$ cat src/rtl/muldiv_pkg.sv
// Shared definitions for the iterative RV-M multiply/divide unit: func3 op codes,
// FSM state encoding and operand-classification helpers.
package muldiv_pkg;

  localparam logic [2:0] MD_MUL    = 3'd0;
  localparam logic [2:0] MD_MULH   = 3'd1;
  localparam logic [2:0] MD_MULHSU = 3'd2;
  localparam logic [2:0] MD_MULHU  = 3'd3;
  localparam logic [2:0] MD_DIV    = 3'd4;
  localparam logic [2:0] MD_DIVU   = 3'd5;
  localparam logic [2:0] MD_REM    = 3'd6;
  localparam logic [2:0] MD_REMU   = 3'd7;

  typedef enum logic [1:0] {
    ST_IDLE = 2'd0,
    ST_CALC = 2'd1,
    ST_FIX  = 2'd2,
    ST_DONE = 2'd3
  } state_e;

  function automatic logic is_div(input logic [2:0] op);
    return op[2];
  endfunction

  function automatic logic is_rem(input logic [2:0] op);
    return (op == MD_REM) || (op == MD_REMU);
  endfunction

  function automatic logic is_signed_a(input logic [2:0] op);
    return (op == MD_MULH) || (op == MD_MULHSU) || (op == MD_DIV) || (op == MD_REM);
  endfunction

  function automatic logic is_signed_b(input logic [2:0] op);
    return (op == MD_MULH) || (op == MD_DIV) || (op == MD_REM);
  endfunction

endpackage

$ cat src/rtl/muldiv_step.sv
// One combinational iteration: shift-add multiply step on {acc,lo} or
// restoring-divide step on {rem,quot}, both operating on unsigned magnitudes.
module muldiv_step #(
  parameter int XLEN = 32
) (
  input  logic            div_mode_i,
  input  logic [XLEN-1:0] acc_i,
  input  logic [XLEN-1:0] lo_i,
  input  logic [XLEN-1:0] mag_i,
  output logic [XLEN-1:0] acc_o,
  output logic [XLEN-1:0] lo_o
);

  logic [XLEN:0]   add_sum;
  logic [XLEN:0]   shifted;
  logic [XLEN-1:0] diff;
  logic            fits;

  always_comb begin
    // Multiplier bits are consumed LSB first; the carry shifts back into acc.
    add_sum = {1'b0, acc_i} + (lo_i[0] ? {1'b0, mag_i} : {(XLEN+1){1'b0}});
    shifted = {acc_i, lo_i[XLEN-1]};
    fits    = (shifted >= {1'b0, mag_i});
    diff    = shifted[XLEN-1:0] - mag_i;
    acc_o   = add_sum[XLEN:1];
    lo_o    = {add_sum[0], lo_i[XLEN-1:1]};
    if (div_mode_i) begin
      acc_o = fits ? diff : shifted[XLEN-1:0];
      lo_o  = {lo_i[XLEN-2:0], fits};
    end
  end

endmodule

$ cat src/rtl/muldiv_iter.sv
// Iterative RV32M multiply/divide unit: one product/quotient bit per cycle,
// valid/ready handshake on both sides, tag pass-through and flush.
module muldiv_iter
  import muldiv_pkg::*;
#(
  parameter int XLEN  = 32,
  parameter int TAG_W = 5
) (
  input  logic             clk,
  input  logic             rst,
  input  logic             flush,
  input  logic             in_valid,
  output logic             in_ready,
  input  logic [2:0]       in_op,
  input  logic [XLEN-1:0]  in_a,
  input  logic [XLEN-1:0]  in_b,
  input  logic [TAG_W-1:0] in_tag,
  output logic             out_valid,
  input  logic             out_ready,
  output logic [XLEN-1:0]  out_result,
  output logic [TAG_W-1:0] out_tag,
  output logic             busy
);

  localparam int              CNT_W    = $clog2(XLEN);
  localparam logic [XLEN-1:0] ALL_ONES = {XLEN{1'b1}};
  localparam logic [XLEN-1:0] INT_MIN  = {1'b1, {(XLEN-1){1'b0}}};
  localparam logic [CNT_W-1:0] CNT_LAST = CNT_W'(XLEN - 1);

  state_e             state_q;
  logic [CNT_W-1:0]   cnt_q;
  logic [2:0]         op_q;
  logic [TAG_W-1:0]   tag_q;
  logic [XLEN-1:0]    acc_q;
  logic [XLEN-1:0]    lo_q;
  logic [XLEN-1:0]    mag_q;
  logic               neg_q;
  logic               neg_rem_q;
  logic [XLEN-1:0]    result_q;
  logic [TAG_W-1:0]   out_tag_q;

  logic               a_neg, b_neg;
  logic [XLEN-1:0]    mag_a, mag_b;
  logic               div_zero, div_ovf;
  logic [XLEN-1:0]    early_res;
  logic [XLEN-1:0]    step_acc, step_lo;
  logic [2*XLEN-1:0]  prod, prod_s;
  logic [XLEN-1:0]    quot_s, rem_s, fix_res;

  assign in_ready   = (state_q == ST_IDLE) & ~flush & ~rst;
  assign out_valid  = (state_q == ST_DONE);
  assign busy       = (state_q != ST_IDLE);
  assign out_result = result_q;
  assign out_tag    = out_tag_q;

  // Accept-time operand decode and early-out detection.
  always_comb begin
    a_neg     = is_signed_a(in_op) & in_a[XLEN-1];
    b_neg     = is_signed_b(in_op) & in_b[XLEN-1];
    mag_a     = a_neg ? (~in_a + 1'b1) : in_a;
    mag_b     = b_neg ? (~in_b + 1'b1) : in_b;
    div_zero  = is_div(in_op) && (in_b == '0);
    div_ovf   = ((in_op == MD_DIV) || (in_op == MD_REM)) && (in_a == INT_MIN) && (in_b == ALL_ONES);
    early_res = is_rem(in_op) ? (div_zero ? in_a : '0) : (div_zero ? ALL_ONES : in_a);
  end

  muldiv_step #(.XLEN(XLEN)) u_step (
    .div_mode_i (is_div(op_q)),
    .acc_i      (acc_q),
    .lo_i       (lo_q),
    .mag_i      (mag_q),
    .acc_o      (step_acc),
    .lo_o       (step_lo)
  );

  // Sign correction and result selection applied in FIX.
  always_comb begin
    prod   = {acc_q, lo_q};
    prod_s = neg_q ? (~prod + 1'b1) : prod;
    quot_s = neg_q ? (~lo_q + 1'b1) : lo_q;
    rem_s  = neg_rem_q ? (~acc_q + 1'b1) : acc_q;
    case (op_q)
      MD_MUL:                       fix_res = prod_s[XLEN-1:0];
      MD_MULH, MD_MULHSU, MD_MULHU: fix_res = prod_s[2*XLEN-1:XLEN];
      MD_DIV, MD_DIVU:              fix_res = quot_s;
      default:                      fix_res = rem_s;
    endcase
  end

  always_ff @(posedge clk) begin
    if (rst) begin
      state_q   <= ST_IDLE;
      cnt_q     <= '0;
      result_q  <= '0;
      out_tag_q <= '0;
    end else if (flush) begin
      state_q <= ST_IDLE;
      cnt_q   <= '0;
    end else begin
      case (state_q)
        ST_IDLE: begin
          if (in_valid) begin
            op_q      <= in_op;
            tag_q     <= in_tag;
            cnt_q     <= '0;
            acc_q     <= '0;
            lo_q      <= mag_a;
            mag_q     <= mag_b;
            neg_q     <= a_neg ^ b_neg;
            neg_rem_q <= a_neg;
            if (div_zero || div_ovf) begin
              result_q  <= early_res;
              out_tag_q <= in_tag;
              state_q   <= ST_DONE;
            end else begin
              state_q <= ST_CALC;
            end
          end
        end
        ST_CALC: begin
          acc_q <= step_acc;
          lo_q  <= step_lo;
          if (cnt_q == CNT_LAST) begin
            cnt_q   <= '0;
            state_q <= ST_FIX;
          end else begin
            cnt_q <= cnt_q + 1'b1;
          end
        end
        ST_FIX: begin
          result_q  <= fix_res;
          out_tag_q <= tag_q;
          state_q   <= ST_DONE;
        end
        default: begin
          if (out_ready) state_q <= ST_IDLE;
        end
      endcase
    end
  end

endmodule

$ cat config.mk
export PLATFORM = sky130hd
export DESIGN_NAME = muldiv_iter
export DESIGN_NICKNAME = d
export VERILOG_FILES = /design/src/rtl/muldiv_pkg.sv /design/src/rtl/muldiv_step.sv /design/src/rtl/muldiv_iter.sv
export SDC_FILE = /design/constraint.sdc
export NUM_CORES = 1
export LEC_CHECK = 0
export CORE_ASPECT_RATIO = 1.75
export CORE_UTILIZATION = 61
export DETAILED_ROUTE_END_ITERATION = 6
export PLACE_DENSITY = 0.89
export REMOVE_ABC_BUFFERS = 1
export SLEW_MARGIN = 15
export SYNTH_ARGS = -nofsm -noshare
export SYNTH_HDL_FRONTEND = slang
export SYNTH_HIERARCHICAL = 1
export SYNTH_SLANG_ARGS = --single-unit
$ cat constraint.sdc
create_clock -name clk -period 4.9 [get_ports clk]
set_input_delay 0.49 -clock clk [delete_from_list [all_inputs] [get_ports clk]]
set_output_delay 0.49 -clock clk [all_outputs]
set_load 0.03 [all_outputs]
==> summary.txt, run 1 <==
Run status -> finished, final reports clean
CTS buffer count -> 17
DR iter-0 viols -> 1615
Layout net count -> 2135
Area growth syn-to-layout -> 14.2%
CP arrival -> 4950 ps
DR vias/cell -> 7.23
Clk sink count -> 150
Final Max Slew Viols -> 0
Synth async-reset ratio -> 0
Worst hold endpoint -> out_result[9]$_SDFFE_PP0P_
DRT Wirelength -> 60.6 mm
Final Skew -> 13.0 ps
Tot Pwr -> 3.76 mW
Cells after Synth -> 1894
Synth warn -> 6
Setup Viol. Count Final -> 0
Initial Utilization -> 0.623
CTS hold repair buffers -> 0
Required time of the critical path -> 5230 ps
Core ar. -> 24600 um^2
RSZ-0062 raised after global routing -> no
Drt drc -> 0
Post-synth EDFFs -> 106
Die Ht -> 212 um
WS Path Type -> register to register
Count of final hold-check violations -> 0
Post-Syn Area -> 15300 um^2
#FFs+latches synth -> 150
Drt pass-1 iters -> 6
Post-CTS sizing -> 0
Num ports -> 117
HP Start -> out_result[9]$_SDFFE_PP0P_
Mean Syn Cell Area -> 8.10 um^2
Post-DP HPWL -> 44.2 mm
Grt total ovfl -> 0
Worst-margin pin slew -> 1220 ps
Worst vdd ir -> 0.233 mV
Worst reg-to-reg setup slack -> 280 ps
Worst-case reg-to-reg path depth -> 9
Distinct cells, synth -> 88
Bufs on Longest Clock Path -> 2
FMAX -> 217 MHz
First-pass GRT wire length -> 91.5 mm
Type of destination of the critical path -> register
RD Place Congestion -> 1.06
Setup TNS -> 0 ps
Die area -> 25800 um^2
Final period utilization -> 0.942
CP startpoint kind -> register
Number of global-route vias before repair -> 16400
Worst reg2reg path endpoint -> out_result[24]$_SDFFE_PP0P_
Hold Path Depth -> 2
Worst hold path class -> register to register
Power per cell area -> 215 nW/um^2
Slew HR -> 0.179
PortBufs -> 116
Max_cap viols -> 0
Site row count -> 76
Top_reg_cell synth -> edfxtp_1
Seq/Total Area, Yosys -> 0.265
Root buf cell -> clkbuf_16
Setup WS pre-CTS -> 709 ps
Final WS setup -> 283 ps
Critical path peak fanout -> 15
Initial antenna violation count -> 1
Antenna viol nets, final -> 0
Clk pin slew, worst setup/hold paths -> 70 ps
P_leak -> 6.48 nW
GRT Util Overall -> 0.479
Post-CTS Setup Bufs -> 0
Die Wd -> 122 um
Post-route minimum period -> 4620 ps
Vias post-DR -> 16700
Reg2reg start -> lo_q[0]$_DFFE_PP_
Layout cells sized above 1 -> 0.0958
CTS tree -> yes
Detail-routed net length per standard cell -> 26.2 um
Htree depth -> 4
Largest net degree at the start of global routing -> 92
Worst-skew pair later-pin latency -> 470 ps
==> report_power, final <==
| part | leakage, nW | internal [mW] | switching [mW] |
|---|---|---|---|
| Combinational | 4.87 | 0.393 | 0.566 |
| Clock | 0.273 | 0.669 | 0.644 |
| Sequential | 1.34 | 1.42 | 0.0698 |
| Total | 6.48 | 2.48 | 1.28 |
==> worst max-delay path: stages, from the launching register on <==
cell and delay, ps:
edfxtp_1 630, inv_1 190, ha_1 240, or4b_1 540
or4_1 800, o31ai_1 940, buf_4 290, o21ai_0 80
a2111oi_0 590, o2bb2ai_1 170
==> logic make-up (layout without fill, tap and decap cells) <==
family / after synthesis / count (layout) / synth area share
multiplexers: 80 / 80 / 0.0553
adder cells (fa/ha/maj): 77 / 77 / 0.0638
XOR/XNOR: 135 / 135 / 0.0771
buffers and inverters: 184 / 284 / 0.0480
AO/OA/AOI/OAI: 571 / 571 / 0.250
other: 0 / 2 / 0
AND/OR/NAND/NOR: 697 / 697 / 0.241
flip-flops: 150 / 150 / 0.265
==> through the flow <==
step                      cells  utilization  cell area [um^2]  hold WS [ps]
after global placement     2274        0.688             16900           446
after floorplan            1781            -             14900           453
after CTS                  2306        0.711             17500           455
after detailed placement   2274        0.688             16900           446
final                      2308        0.711             17500           459
after global routing       2306        0.711             17500           473
==> layout make-up <==
class,count,area (um^2)
multi-input cells,1560,10600
fillers,2011,7110
flip-flops and latches,150,4060
repair buffers,181,1660
clock buffers,17,425
well taps,312,390
inverters,71,267
clock inverters,15,135
diodes,2,5.00
==> metal layers <==
layer	share of wire	track usage	vias up	wire length (um)
li1	-	-	7336	-
met1	0.32	0.461	7780	19100
met2	0.49	0.794	1149	29500
met3	0.094	0.149	414	5670
met4	0.10	0.454	0	6290
met5	0	0	-	0
==> placed cells by master (no fill, tap or decap), drive strengths merged, types with 22 or more instances in the layout <==
master | Yosys | routed
ha | 75 | 75
o21ai | 122 | 122
dfxtp | 44 | 44
inv | 71 | 79
edfxtp | 106 | 106
clkdlybuf4s50 | 0 | 116
nor2 | 166 | 166
and2 | 73 | 73
nand4 | 30 | 30
or3 | 31 | 31
a21o | 41 | 41
mux2 | 38 | 38
mux2i | 42 | 42
nand2 | 114 | 114
a211oi | 32 | 32
nand3 | 42 | 42
a21oi | 124 | 124
nor3 | 64 | 64
buf | 19 | 65
xnor2 | 79 | 79
xor2 | 56 | 56
o31ai | 38 | 38
nor4 | 43 | 43
a31oi | 30 | 30
and3 | 22 | 22
nand2b | 25 | 25
==> registers in the layout (all words and copies together), names as in the netlist <==
register	cells
acc_q	32
out_result	32
lo_q	32
cnt_q	5
out_tag	5
mag_q	32
op_q	3
state_q	2
neg_rem_q	1
neg_q	1
tag_q	5
==> how the worst max path moves through the flow <==
| stage | endpoint | from | slack [ps] |
|---|---|---|---|
| 2_1_floorplan | acc_q[0]$_SDFFCE_PN0P_ | state_q[1]$_SDFFE_PN0P_ | -570 |
| 3_3_place_gp | acc_q[27]$_SDFFCE_PN0P_ | lo_q[0]$_DFFE_PP_ | 850 |
| 3_5_place_dp | out_result[24]$_SDFFE_PP0P_ | lo_q[0]$_DFFE_PP_ | 710 |
| 4_1_cts | out_result[24]$_SDFFE_PP0P_ | lo_q[0]$_DFFE_PP_ | 680 |
| 5_1_grt | out_result[24]$_SDFFE_PP0P_ | lo_q[0]$_DFFE_PP_ | 220 |
| 6_report | out_result[24]$_SDFFE_PP0P_ | lo_q[0]$_DFFE_PP_ | 280 |
==> cells in the mapped netlist (44+ instances only) <==
| master | count | area, um^2 |
|---|---|---|
| and2_1 | 72 | 450 |
| a21oi_1 | 124 | 621 |
| clkbuf_1 | 94 | 353 |
| xor2_1 | 56 | 490 |
| dfxtp_1 | 44 | 881 |
| ha_1 | 75 | 938 |
| edfxtp_1 | 106 | 3180 |
| o21ai_0 | 117 | 586 |
| nor3_1 | 62 | 310 |
| nor2_1 | 166 | 623 |
| xnor2_1 | 79 | 692 |
| inv_1 | 71 | 267 |
| nand2_1 | 114 | 428 |
Note: power is estimated with default switching activity, not from simulation.
==> inputs of run 2 (changes only) <==
CORE_ASPECT_RATIO = not set   (was 1.75)
CTS_CLUSTER_DIAMETER = 80   (was not set)
==> run 2 against run 1 <==
Worst setup slack improved by 630 ps. Via count fell by 1.4%. First-iteration DRC count rose by 38%. Global-route usage fell by 5.4 points. Wire length fell by 8.0%. Final cell count barely moved. Fmax rose by 16%. Sequential share of layout area rose by 0.053 points. Critical path type unchanged.
==> summary.txt, run 2 (same netlist as run 1, synthesis figures left out) <==
Run status -> finished, final reports clean
Die area -> 25800 um^2
PortBufs -> 116
Largest net degree at the start of global routing -> 65
Number of global-route vias before repair -> 15300
Detail-routed net length per standard cell -> 24.1 um
Critical path peak fanout -> 30
Util after Layout -> 0.715
Max_cap viols -> 0
Drt drc -> 0
CTS buffer count -> 17
Type of destination of the critical path -> register
CP startpoint kind -> register
Post-DP HPWL -> 40.9 mm
First-pass GRT wire length -> 85.5 mm
Worst-margin pin slew -> 1060 ps
Setup TNS -> 0 ps
RD Place Congestion -> 1.04
CTS hold repair buffers -> 0
Grt total ovfl -> 0
Bufs on Longest Clock Path -> 2
Most frequent cells in the layout -> nor2_1 (165), a21oi_1 (124), o21ai_0 (117)
Clk sink count -> 150
Count of final hold-check violations -> 0
Htree depth -> 4
GRT Util Overall -> 0.425
Final WS setup -> 914 ps
Worst hold path class -> register to register
Vias post-DR -> 16500
Die Wd -> 161 um
Post-CTS Setup Bufs -> 0
CTS tree -> yes
Slew HR -> 0.287
Clk pin slew, worst setup/hold paths -> 80 ps
Num ports -> 117
Final Max Slew Viols -> 0
Setup Viol. Count Final -> 0
Hold_ws -> 463 ps
Power per cell area -> 218 nW/um^2
DR iter-0 viols -> 2223
Final Skew -> 14.6 ps
Die Ht -> 161 um
Worst vdd ir -> 0.185 mV
RSZ-0062 raised after global routing -> no
Core ar. -> 24500 um^2
Area growth syn-to-layout -> 14.0%
Setup WS pre-CTS -> 1050 ps
P_leak -> 6.45 nW
Commonest non-fill, non-tap cell in the layout -> nor2_1
Initial Utilization -> 0.627
Antenna viol nets, final -> 0
Drt pass-1 iters -> 6
Site row count -> 57
Post-CTS sizing -> 0
CP arrival -> 4280 ps
Required time of the critical path -> 5190 ps
Layout net count -> 2125
Worst-skew pair later-pin latency -> 430 ps
Root buf cell -> clkbuf_16
FMAX -> 251 MHz
Design Area, Final -> 17500 um^2
Post-route minimum period -> 3990 ps
Final period utilization -> 0.813
Initial antenna violation count -> 2
DRT Wirelength -> 55.7 mm
Layout cells sized above 1 -> 0.0907
DR vias/cell -> 7.13
Placement Cell Area -> 16900 um^2
WS Path Type -> register to register
==> run 2: report_power, final <==
part / leakage [nW] / internal (mW) / total, mW / switching (mW)
clock: 0.295 / 0.703 / 1.37 / 0.672
combinational: 4.82 / 0.391 / 0.937 / 0.546
sequential: 1.34 / 1.42 / 1.49 / 0.0738
==> run 2: path summary, 6_finish.rpt <==
kind,startpoint,cells after the start,slack [ps],to
max,lo_q[0]$_DFFE_PP_,13,910,acc_q[30]$_SDFFCE_PN0P_
min,out_result[19]$_SDFFE_PP0P_,1,460,out_result[19]$_SDFFE_PP0P_
max reg2reg,lo_q[0]$_DFFE_PP_,13,910,acc_q[30]$_SDFFCE_PN0P_
min reg2reg,out_result[19]$_SDFFE_PP0P_,1,460,out_result[19]$_SDFFE_PP0P_
==> run 2: per-layer routing <==
metal  share of wire  track usage  up-vias
met2            0.43        0.644     1175
li1                -            -     7320
met1            0.40        0.573     7727
met4           0.042        0.178        2
met5         0.00018            0        -
met3            0.13        0.108      229
==> run 2: stage by stage <==
stage,cells,power (mW)
6_report,2309,3.81
5_1_grt,2308,3.93
4_1_cts,2308,3.77
3_5_place_dp,2276,2.42
3_3_place_gp,2276,2.39
2_1_floorplan,1781,2.09
==> run 2: worst max-delay path, cell delays in order, from the launching register on <==
cell and delay, ps:
edfxtp_1 500, buf_4 270, and2_1 170, ha_1 360, o211ai_1 140, o211ai_1 250, a21oi_1 140, a211oi_1 550
a31oi_1 210, o31ai_1 290, mux2_2 380, a211o_1 270, o21ai_0 160, and2_1 150
==> run 2: final cells by class <==
type / count / area, um^2
antenna: 1 / 2.50
fill: 1897 / 6980
tap: 324 / 405
clock inverter: 14 / 155
clock buffer: 18 / 439
sequential: 150 / 4060
multi-input combinational: 1560 / 10600
inverter: 71 / 267
timing repair buffer: 171 / 1590
